**config.mk**
```make
export PLATFORM = sky130hd
export DESIGN_NAME = hazard_scoreboard
export DESIGN_NICKNAME = d
export VERILOG_FILES = /design/src/rtl/mips_pipe_pkg.sv /design/src/rtl/hazard_sb_match.sv /design/src/rtl/hazard_scoreboard.sv
export SDC_FILE = /design/constraint.sdc
export NUM_CORES = 1
export LEC_CHECK = 0
export CORE_ASPECT_RATIO = 1.25
export CORE_MARGIN = 2
export CORE_UTILIZATION = 45
export CTS_BUF_LIST = sky130_fd_sc_hd__clkbuf_4 sky130_fd_sc_hd__clkbuf_8
export CTS_CLUSTER_DIAMETER = 80
export DETAILED_ROUTE_END_ITERATION = 16
export PLACE_DENSITY = 0.74
export SLEW_MARGIN = 5
export SYNTH_ARGS = -nofsm -noshare
export SYNTH_HDL_FRONTEND = slang
export SYNTH_SLANG_ARGS = --single-unit
```
**constraint.sdc**
```tcl
create_clock -name clk -period 4.6 [get_ports clk]
set_input_delay 1.15 -clock clk [delete_from_list [all_inputs] [get_ports clk]]
set_output_delay 1.15 -clock clk [all_outputs]
set_load 0.02 [all_outputs]
```
**src/rtl/mips_pipe_pkg.sv**
```systemverilog
// Shared pipeline definitions: bypass-select width and forwarding-code encoding.
// Code 0 selects the register file; code s+1 selects the result held in tracked stage s.
package mips_pipe_pkg;

    localparam int FWD_GRF = 0;

    typedef enum logic {
        USE_E = 1'b0,
        USE_D = 1'b1
    } use_stage_e;

    function automatic int sel_width(input int depth);
        return $clog2(depth + 2);
    endfunction

    function automatic int fwd_stage(input int s);
        return s + 1;
    endfunction

endpackage

```
**src/rtl/hazard_sb_match.sv**
```systemverilog
// Per-source hazard check: finds the youngest in-flight writer of one source register
// and decides whether it can be bypassed now, must stall, or needs an E-stage bypass later.
module hazard_sb_match
    import mips_pipe_pkg::*;
#(
    parameter int ADDR_W = 5,
    parameter int DEPTH  = 3,
    parameter int RW     = 2,
    parameter int SELW   = 3
) (
    input  logic [DEPTH-1:0]        ent_valid,
    input  logic [DEPTH-1:0]        ent_wen,
    input  logic [DEPTH*ADDR_W-1:0] ent_dst,
    input  logic [DEPTH*RW-1:0]     ent_r,
    input  logic [ADDR_W-1:0]       src,
    input  logic                    early,
    output logic                    stall,
    output logic [SELW-1:0]         fwd_d,
    output logic [SELW-1:0]         fwd_e_next
);

    use_stage_e      use_st;
    logic            hit;
    logic [SELW-1:0] hit_s;
    logic [RW-1:0]   hit_r;
    logic            fwdable;

    assign use_st = use_stage_e'(early);

    // Scan oldest to youngest so the lowest matching stage is what remains.
    always_comb begin
        hit   = 1'b0;
        hit_s = '0;
        hit_r = '0;
        for (int s = DEPTH - 1; s >= 0; s--) begin
            if (ent_valid[s] && ent_wen[s] && (src != '0) &&
                (ent_dst[s*ADDR_W +: ADDR_W] == src)) begin
                hit   = 1'b1;
                hit_s = SELW'(s);
                hit_r = ent_r[s*RW +: RW];
            end
        end
    end

    // The last stage writes the GRF this cycle and the GRF writes through to D reads.
    always_comb begin
        fwdable    = 1'b1;
        fwd_d      = SELW'(FWD_GRF);
        fwd_e_next = SELW'(FWD_GRF);
        if (hit && (hit_s != SELW'(DEPTH - 1))) begin
            if (use_st == USE_D) begin
                fwdable = (hit_s > SELW'(hit_r));
                if (fwdable) begin
                    fwd_d = SELW'(fwd_stage(int'(hit_s)));
                end
            end else begin
                fwdable    = (hit_s >= SELW'(hit_r));
                fwd_e_next = SELW'(fwd_stage(int'(hit_s) + 1));
            end
        end
        stall = hit & ~fwdable;
    end

endmodule

```
**src/rtl/hazard_scoreboard.sv**
```systemverilog
// Pipeline hazard scoreboard: tracks writers in stages E..W, raises the D-stage stall
// and produces D-stage and registered E-stage bypass selects for each source operand.
module hazard_scoreboard
    import mips_pipe_pkg::*;
#(
    parameter int ADDR_W = 5,
    parameter int DEPTH  = 3,
    parameter int NSRC   = 2,
    localparam int SELW  = sel_width(DEPTH),
    localparam int RW    = $clog2(DEPTH)
) (
    input  logic                   clk,
    input  logic                   reset,
    input  logic                   d_valid,
    input  logic [NSRC*ADDR_W-1:0] d_src,
    input  logic [NSRC-1:0]        d_src_early,
    input  logic                   d_wen,
    input  logic [ADDR_W-1:0]      d_dst,
    input  logic [RW-1:0]          d_rdy,
    input  logic                   ext_stall,
    input  logic                   flush_d,
    output logic                   stall_d,
    output logic [NSRC*SELW-1:0]   fwd_d,
    output logic [NSRC*SELW-1:0]   fwd_e,
    output logic                   e_valid,
    output logic [31:0]            stall_cnt
);

    logic [DEPTH-1:0]        ent_valid;
    logic [DEPTH-1:0]        ent_wen;
    logic [DEPTH*ADDR_W-1:0] ent_dst;
    logic [DEPTH*RW-1:0]     ent_r;
    logic [NSRC-1:0]         src_stall;
    logic [NSRC*SELW-1:0]    fwd_e_next;
    logic                    insert;

    for (genvar i = 0; i < NSRC; i++) begin : g_src
        hazard_sb_match #(
            .ADDR_W (ADDR_W),
            .DEPTH  (DEPTH),
            .RW     (RW),
            .SELW   (SELW)
        ) u_match (
            .ent_valid  (ent_valid),
            .ent_wen    (ent_wen),
            .ent_dst    (ent_dst),
            .ent_r      (ent_r),
            .src        (d_src[i*ADDR_W +: ADDR_W]),
            .early      (d_src_early[i]),
            .stall      (src_stall[i]),
            .fwd_d      (fwd_d[i*SELW +: SELW]),
            .fwd_e_next (fwd_e_next[i*SELW +: SELW])
        );
    end

    assign stall_d = d_valid & (|src_stall);
    assign insert  = d_valid & ~stall_d & ~flush_d;
    assign e_valid = ent_valid[0];

    // Entries shift one stage per unfrozen cycle; a stalled or flushed D becomes a bubble.
    always_ff @(posedge clk) begin
        if (reset) begin
            ent_valid <= '0;
            ent_wen   <= '0;
            ent_dst   <= '0;
            ent_r     <= '0;
            fwd_e     <= '0;
            stall_cnt <= '0;
        end else if (!ext_stall) begin
            ent_valid <= {ent_valid[DEPTH-2:0], insert};
            ent_wen   <= {ent_wen[DEPTH-2:0], insert & d_wen};
            ent_dst   <= {ent_dst[(DEPTH-1)*ADDR_W-1:0], d_dst};
            ent_r     <= {ent_r[(DEPTH-1)*RW-1:0], d_rdy};
            fwd_e     <= insert ? fwd_e_next : '0;
            if (stall_d && (stall_cnt != 32'hFFFF_FFFF)) begin
                stall_cnt <= stall_cnt + 32'd1;
            end
        end
    end

endmodule

```
==> reports/qor.csv, run 1 <==
metric,value,unit
grt_usage,0.227,
overflow,0,
post_dp_cell_area,4740,um2
layout-drive-gt1-share,0.259,
vias,3706,
fp.dieW,85.0,um
cap_viol_max_count,0,
fillers,611,
hold_violations,0,
io_pins,71,
fin_crit,4.77,ns
hold_class,reg2reg,
tightest_slew,0.828,ns
final_area,5260,um2
ant_nets,0,
fin_crit_sh,1.04,
end_kind,output pin,
rr_endpoint,stall_cnt[26],
syn_to_final_growth,42.3,%
multi_input_area,2520,um2
antennaDiodeCount,0,
clock_skew,0.00934,ns
max_stage_delay,0.53,ns
root_buffer,clkbuf_8,
crit_chain,"buf_6, buf_6, xnor2_2, nand4_1, or4_4, nor2_2, a22oi_2, nor2_1, a21oi_1, ha_1, o21ai_1, a32oi_1, o22a_2, nor2b_4, buf_6",
grt_pass1_wl,16600,um
run_status,"finished, violations left",
nets,585,
cts_made_buffers,9,
grt_max_degree,57,
synthCells,443,
cts_hold_buffers,0,
drtIter0Drc,199,
ff_latch_area,1300,um2
max-vdd-ir-drop,0.201,mV
drc,0,
cp.required,3.45,ns
grt_pass1_vias,3579,
slew_headroom,0.447,
rrSetupSlack,0.94,ns
cts.sinks,65,
h-tree-depth,3,
setup_ws,-0.171,ns
timing.fmax,0.210,GHz
gp_congestion,0.850,
cp.arrival,3.62,ns
clk_pin_slew_worst_paths,0.07,ns
wl,10300,um
layout_commonest_cell,dfxtp_1,
synth_area_per_cell,8.33,um2
rows,36,
wl_per_cell,15.9,um
crit_path_frequent_cell,buf_6,
antenna_found_initial,0,
synth_warnings,0,
slew_viol_final,0,
crit_family,simple AND/OR/NAND/NOR gates,
synthDistinctLibCells,43,
critical_path_class,in2out,
synth_nets,477,
synth_area,3690,um2
ys_ff_latch,65,
holdCritStartpoint,fwd_e[5],
start_util,0.468,
endpoint,stall_d,
setup_viol,7,
clk_latency,0.35,ns
power_density,238,nW/um2
io_buffers,70,
crit_start,d_src[8],
first_pass_iters,7,
die-area,8950,um2
r2r_start,ent_dst[11],
ys.flop_type,dfxtp_1,
crit_fanout,4,
leakage,0.00195,uW
cts_tree,built,
violations,negative setup slack,
clockBufferDepth,2,
hpwl,6880,um
yosysSeqAreaShare,0.352,
r2r_cells,14,
fin_cells,651,
worst-path-stages,15,
vias_per_cell,5.69,
startpoint_type,input port,
synth_edf_count,0,
finalPower,1250,uW
die_h,105,um
numPlacedInstances,623,
async_reset_ff_frac,0,
coreArea,7880,um2
critPathSlowestCell,or4_4,
crit_buf_inv,3,
most-common-layout-cells,"dfxtp_1, clkdlybuf4s50_1, nor2_1",
rsz0062_at_grt,true,
fin_util,0.667,
-- power breakdown --
group / leakage (uW) / total, uW / internal (uW) / switching, uW
Sequential: 0.000526 / 582 / 570 / 11.6
Combinational: 0.00132 / 114 / 58.2 / 55.9
Clock: 0.000109 / 557 / 321 / 236
Total: 0.00195 / 1250 / 949 / 304
-- layout make-up --
class / count / share of cell area
Timing Repair Buffer: 117 / 0.200
Multi-Input combinational cell: 348 / 0.479
Tap cell: 95 / 0.0226
Inverter: 10 / 0.00714
Clock buffer: 10 / 0.0262
Clock inverter: 6 / 0.0169
Sequential cell: 65 / 0.248
-- state kept, by name (all words and copies together), names as in the netlist --
name	cells
stall_cnt	32
ent_r	6
ent_wen	3
fwd_e	6
ent_valid	3
ent_dst	15
-- kinds of logic after synthesis --
logic type               after synthesis  share of synthesized area
XOR/XNOR                              30                     0.0712
AO/OA/AOI/OAI                         63                      0.108
flip-flops                            65                      0.352
AND/OR/NAND/NOR                      208                      0.294
multiplexers                          38                      0.107
adder cells (fa/ha/maj)                9                     0.0305
buffers and inverters                 30                     0.0359
-- how the worst min path moves through the flow --
stage | to | slack (ns) | cells after the start
after floorplan | ent_wen[0] | 0.46 | 1
after global placement | fwd_e[3] | 0.44 | 2
after detailed placement | fwd_e[5] | 0.45 | 2
after CTS | fwd_e[5] | 0.47 | 2
after global routing | fwd_e[5] | 0.48 | 2
final | fwd_e[5] | 0.47 | 2
-- tightest hold or removal path, stage by stage, from the launching register on --
cell,delay (ns)
dfxtp_1,0.32
nand2_1,0.05
o41ai_1,0.05
-- layer usage --
layer / share of wire / up-vias / GRT usage
met2: 0.51 / 118 / 0.394
met1: 0.42 / 1768 / 0.275
li1: - / 1798 / -
met4: 0.022 / 0 / 0.102
met5: 0 / - / 0
met3: 0.046 / 22 / 0.0337
-- through the flow --
step           hold slack [ns]  setup TNS [ns]  setup slack (ns)
2_1_floorplan            0.463         -0.0491           -0.0491
3_3_place_gp             0.439           -7.98            -0.910
3_5_place_dp             0.453           -9.60            -0.977
4_1_cts                  0.468          -0.411            -0.118
5_1_grt                  0.485           -1.24            -0.252
6_report                 0.465          -0.555            -0.171
-- cell usage after synthesis (11+ instances only) --
master	instances	area [um2]
dfxtp_1	65	1300
a21oi_1	25	125
nand3_1	19	95.1
xnor2_1	26	228
o21ai_0	20	100
or3_1	16	100
nand4_1	14	87.6
nor3_1	14	70.1
nand2_1	33	124
mux2_2	13	146
mux2i_1	25	250
clkbuf_1	11	41.3
nor2b_1	16	100
nor2_1	52	195
-- timing repair --
action                                 4_1_cts  5_1_grt
endpoints found under the hold margin        0        0
pin swaps                                   32       23
gates cloned                                 0        0
resized for setup                          113       22
setup endpoints to repair                    7        7
setup buffers                               10        2
No activity file was read; power rests on OpenSTA's default activity.
==> run 2: changes to the inputs <==
CTS_CLUSTER_DIAMETER = unset   (was 80)
==> results of run 2 <==
Final layout, timing and power as in run 1 (identical DEF).
==> run 3: changes to the inputs <==
GPL_TIMING_DRIVEN = 1   (was unset)
SLEW_MARGIN = unset   (was 5)
==> results of run 3 <==
Final layout, timing and power as in run 1 (identical DEF).
==> variant: new RTL, flow settings as in run 3 <==
`DEPTH` is set to 3 in 2 places; all go to 6.
--- a/src/rtl/hazard_sb_match.sv
+++ b/src/rtl/hazard_sb_match.sv
@@ -4,7 +4,7 @@
     import mips_pipe_pkg::*;
 #(
     parameter int ADDR_W = 5,
-    parameter int DEPTH  = 3,
+    parameter int DEPTH  = 6,
     parameter int RW     = 2,
     parameter int SELW   = 3
 ) (
--- a/src/rtl/hazard_scoreboard.sv
+++ b/src/rtl/hazard_scoreboard.sv
@@ -4,7 +4,7 @@
     import mips_pipe_pkg::*;
 #(
     parameter int ADDR_W = 5,
-    parameter int DEPTH  = 3,
+    parameter int DEPTH  = 6,
     parameter int NSRC   = 2,
     localparam int SELW  = sel_width(DEPTH),
     localparam int RW    = $clog2(DEPTH)
Interface: changed (resized d_rdy); port bits go from 71 to 72. The function was not compared with the original's and may differ.
==> variant against run 3 <==
The run still ends with setup timing left; routed wire length increased by 72%; utilization is 1.5 points lower; synthesized area grew 63%; setup slack worse by 390 ps; maximum frequency shrank 7.5%; design area rose by 63%; combinational power up 75%; register-to-register slack got worse by 450 ps; sequential cell count is 33 higher; power is 28% higher.
==> variant: results (changes against run 3) <==
critical_path:
  critPathMaxStageDelay_ps: 460  # -70 ps
  cp_slowest_cell: "nor4_4"
  r2r_slack_ps: 490  # -450 ps
  cp.arrival_ps: 4010  # +390 ps
layout:
  reg_top3: "stall_cnt x32, ent_dst x30, ent_r x18"
  nNetsFinal: 905  # +55%
  fin_cells: 1042  # +60%
  nFillCells: 1015  # +66%
  drive_above_1_share_pct: 31.0  # +5.1 points
pwr:
  p_leak_nw: 3.53  # +81%
  ir_worst_vdd_mv: 0.165  # -18%
placement:
  gp_congestion: 0.925  # +8.8%
  placed_cells: 994  # +60%
  numPortBuffers: 71  # +1.4%
  placed_area_um2: 7580  # +60%
  hpwl_mm: 11.8  # +72%
  dp_slack_ps: -1510  # -534 ps
drt:
  firstDrtPassIters: 5  # -2
  first_iter_violations: 340  # +71%
  avgViaCountPerCell: 5.55  # -2.5%
  routedWlPerCell_um: 17.0  # +7.3%
grt:
  grt_pass1_wl_mm: 27.6  # +66%
  grt_max_degree: 95  # +67%
  grt_pass1_vias: 5875  # +64%
  grtUsageTotal_pct: 23.8  # +1.1 points
sta:
  setup_slack_ps: -559  # -388 ps
  setup-violations-final: 8  # +1
  fin_setup_tns_ps: -2950  # -2400 ps
  maxSlewHeadroom_pct: 29.2  # -16 points
outcome:
  outcome: "finished, violations left"
  violations: "setup timing"
logic_synthesis:
  yosysUniqueCellTypes: 61  # +42%
  synthCells: 706  # +59%
  yosys-top-cells-area: "dfxtp_1 (33%), mux2i_1 (9.7%), nor2_1 (7.7%)"
  synthTopCellsByCount: "nor2_1 (123), dfxtp_1 (98), mux2i_1 (58)"
  synth_fp_nets: 745  # +56%
==> variant: cell types whose count changed after synthesis, sizes merged, moves of 13 or more <==
cell and change:
a21oi +17, buf +18, dfxtp +33, mux2 +18
mux2i +33, nand4 +13, nor2 +69, nor2b +17
or3 -13, xor2 +24
==> variant: final cells by class <==
type / count / area, um2 / area share (%)
multi-input combinational: 545 / 4390 / 51.1
sequential: 98 / 1960 / 22.8
timing repair buffer: 195 / 1780 / 20.7
tap: 171 / 214 / 2.49
clock buffer: 9 / 124 / 1.44
inverter: 17 / 63.8 / 0.743
clock inverter: 7 / 58.8 / 0.685
==> variant: logic make-up after synthesis <==
logic type	count (synthesis)	synth area share, %
flip-flops	98	32.6
AND/OR/NAND/NOR	284	23.6
AO/OA/AOI/OAI	94	10.7
XOR/XNOR	64	9.78
buffers and inverters	64	5.16
adder cells (fa/ha/maj)	13	2.70
multiplexers	89	15.5
==> variant: per-stage QoR <==
stage	hold WS [ps]	power (mW)	util, %
after floorplan	454	1.00	-
after global placement	468	1.05	57.6
after detailed placement	479	1.05	57.6
after CTS	495	1.60	62.3
after global routing	509	1.66	65.2
final	488	1.61	65.2
==> variant: per-layer routing <==
metal  part of all wire, %  GRT usage, %
met3                   3.9          4.75
met5                     0             0
met2                    54          43.1
met1                    38          25.8
met4                   4.5          12.9
==> variant: worst reg2reg max path, stage by stage (launching register included) <==
cell and delay, ps:
dfxtp_1 450, xnor2_2 150, nand4_1 190, nor4b_4 370, mux2_4 340, a21oi_2 140
a21o_1 140, o221ai_2 80, ha_1 340, nor2b_4 140, o21ai_2 180, a31oi_2 130
buf_4 150, buf_4 140, a311oi_2 210, o21ai_2 170, buf_4 170, a211oi_2 210
mux2_1 330
==> variant: power by group <==
part / total, mW / switching, mW / leakage [nW] / internal (mW)
sequential: 0.872 / 0.0141 / 0.792 / 0.857
clock: 0.534 / 0.329 / 0.0921 / 0.205
combinational: 0.199 / 0.0990 / 2.65 / 0.100
==> variant: repair_timing <==
action                                  CTS  global route
gates resized for setup                 152            74
pin swaps                                42            46
setup buffers                            22            12
gates cloned                              0             1
endpoints found under the setup margin   39            28
==> variant: worst paths after layout <==
kind	startpoint	to	cells after the start
setup / recovery	d_src[8]	stall_d	16
hold / removal	fwd_e[1]	fwd_e[1]	2
setup reg to reg	ent_dst[20]	stall_cnt[6]	18
hold reg to reg	fwd_e[1]	fwd_e[1]	2
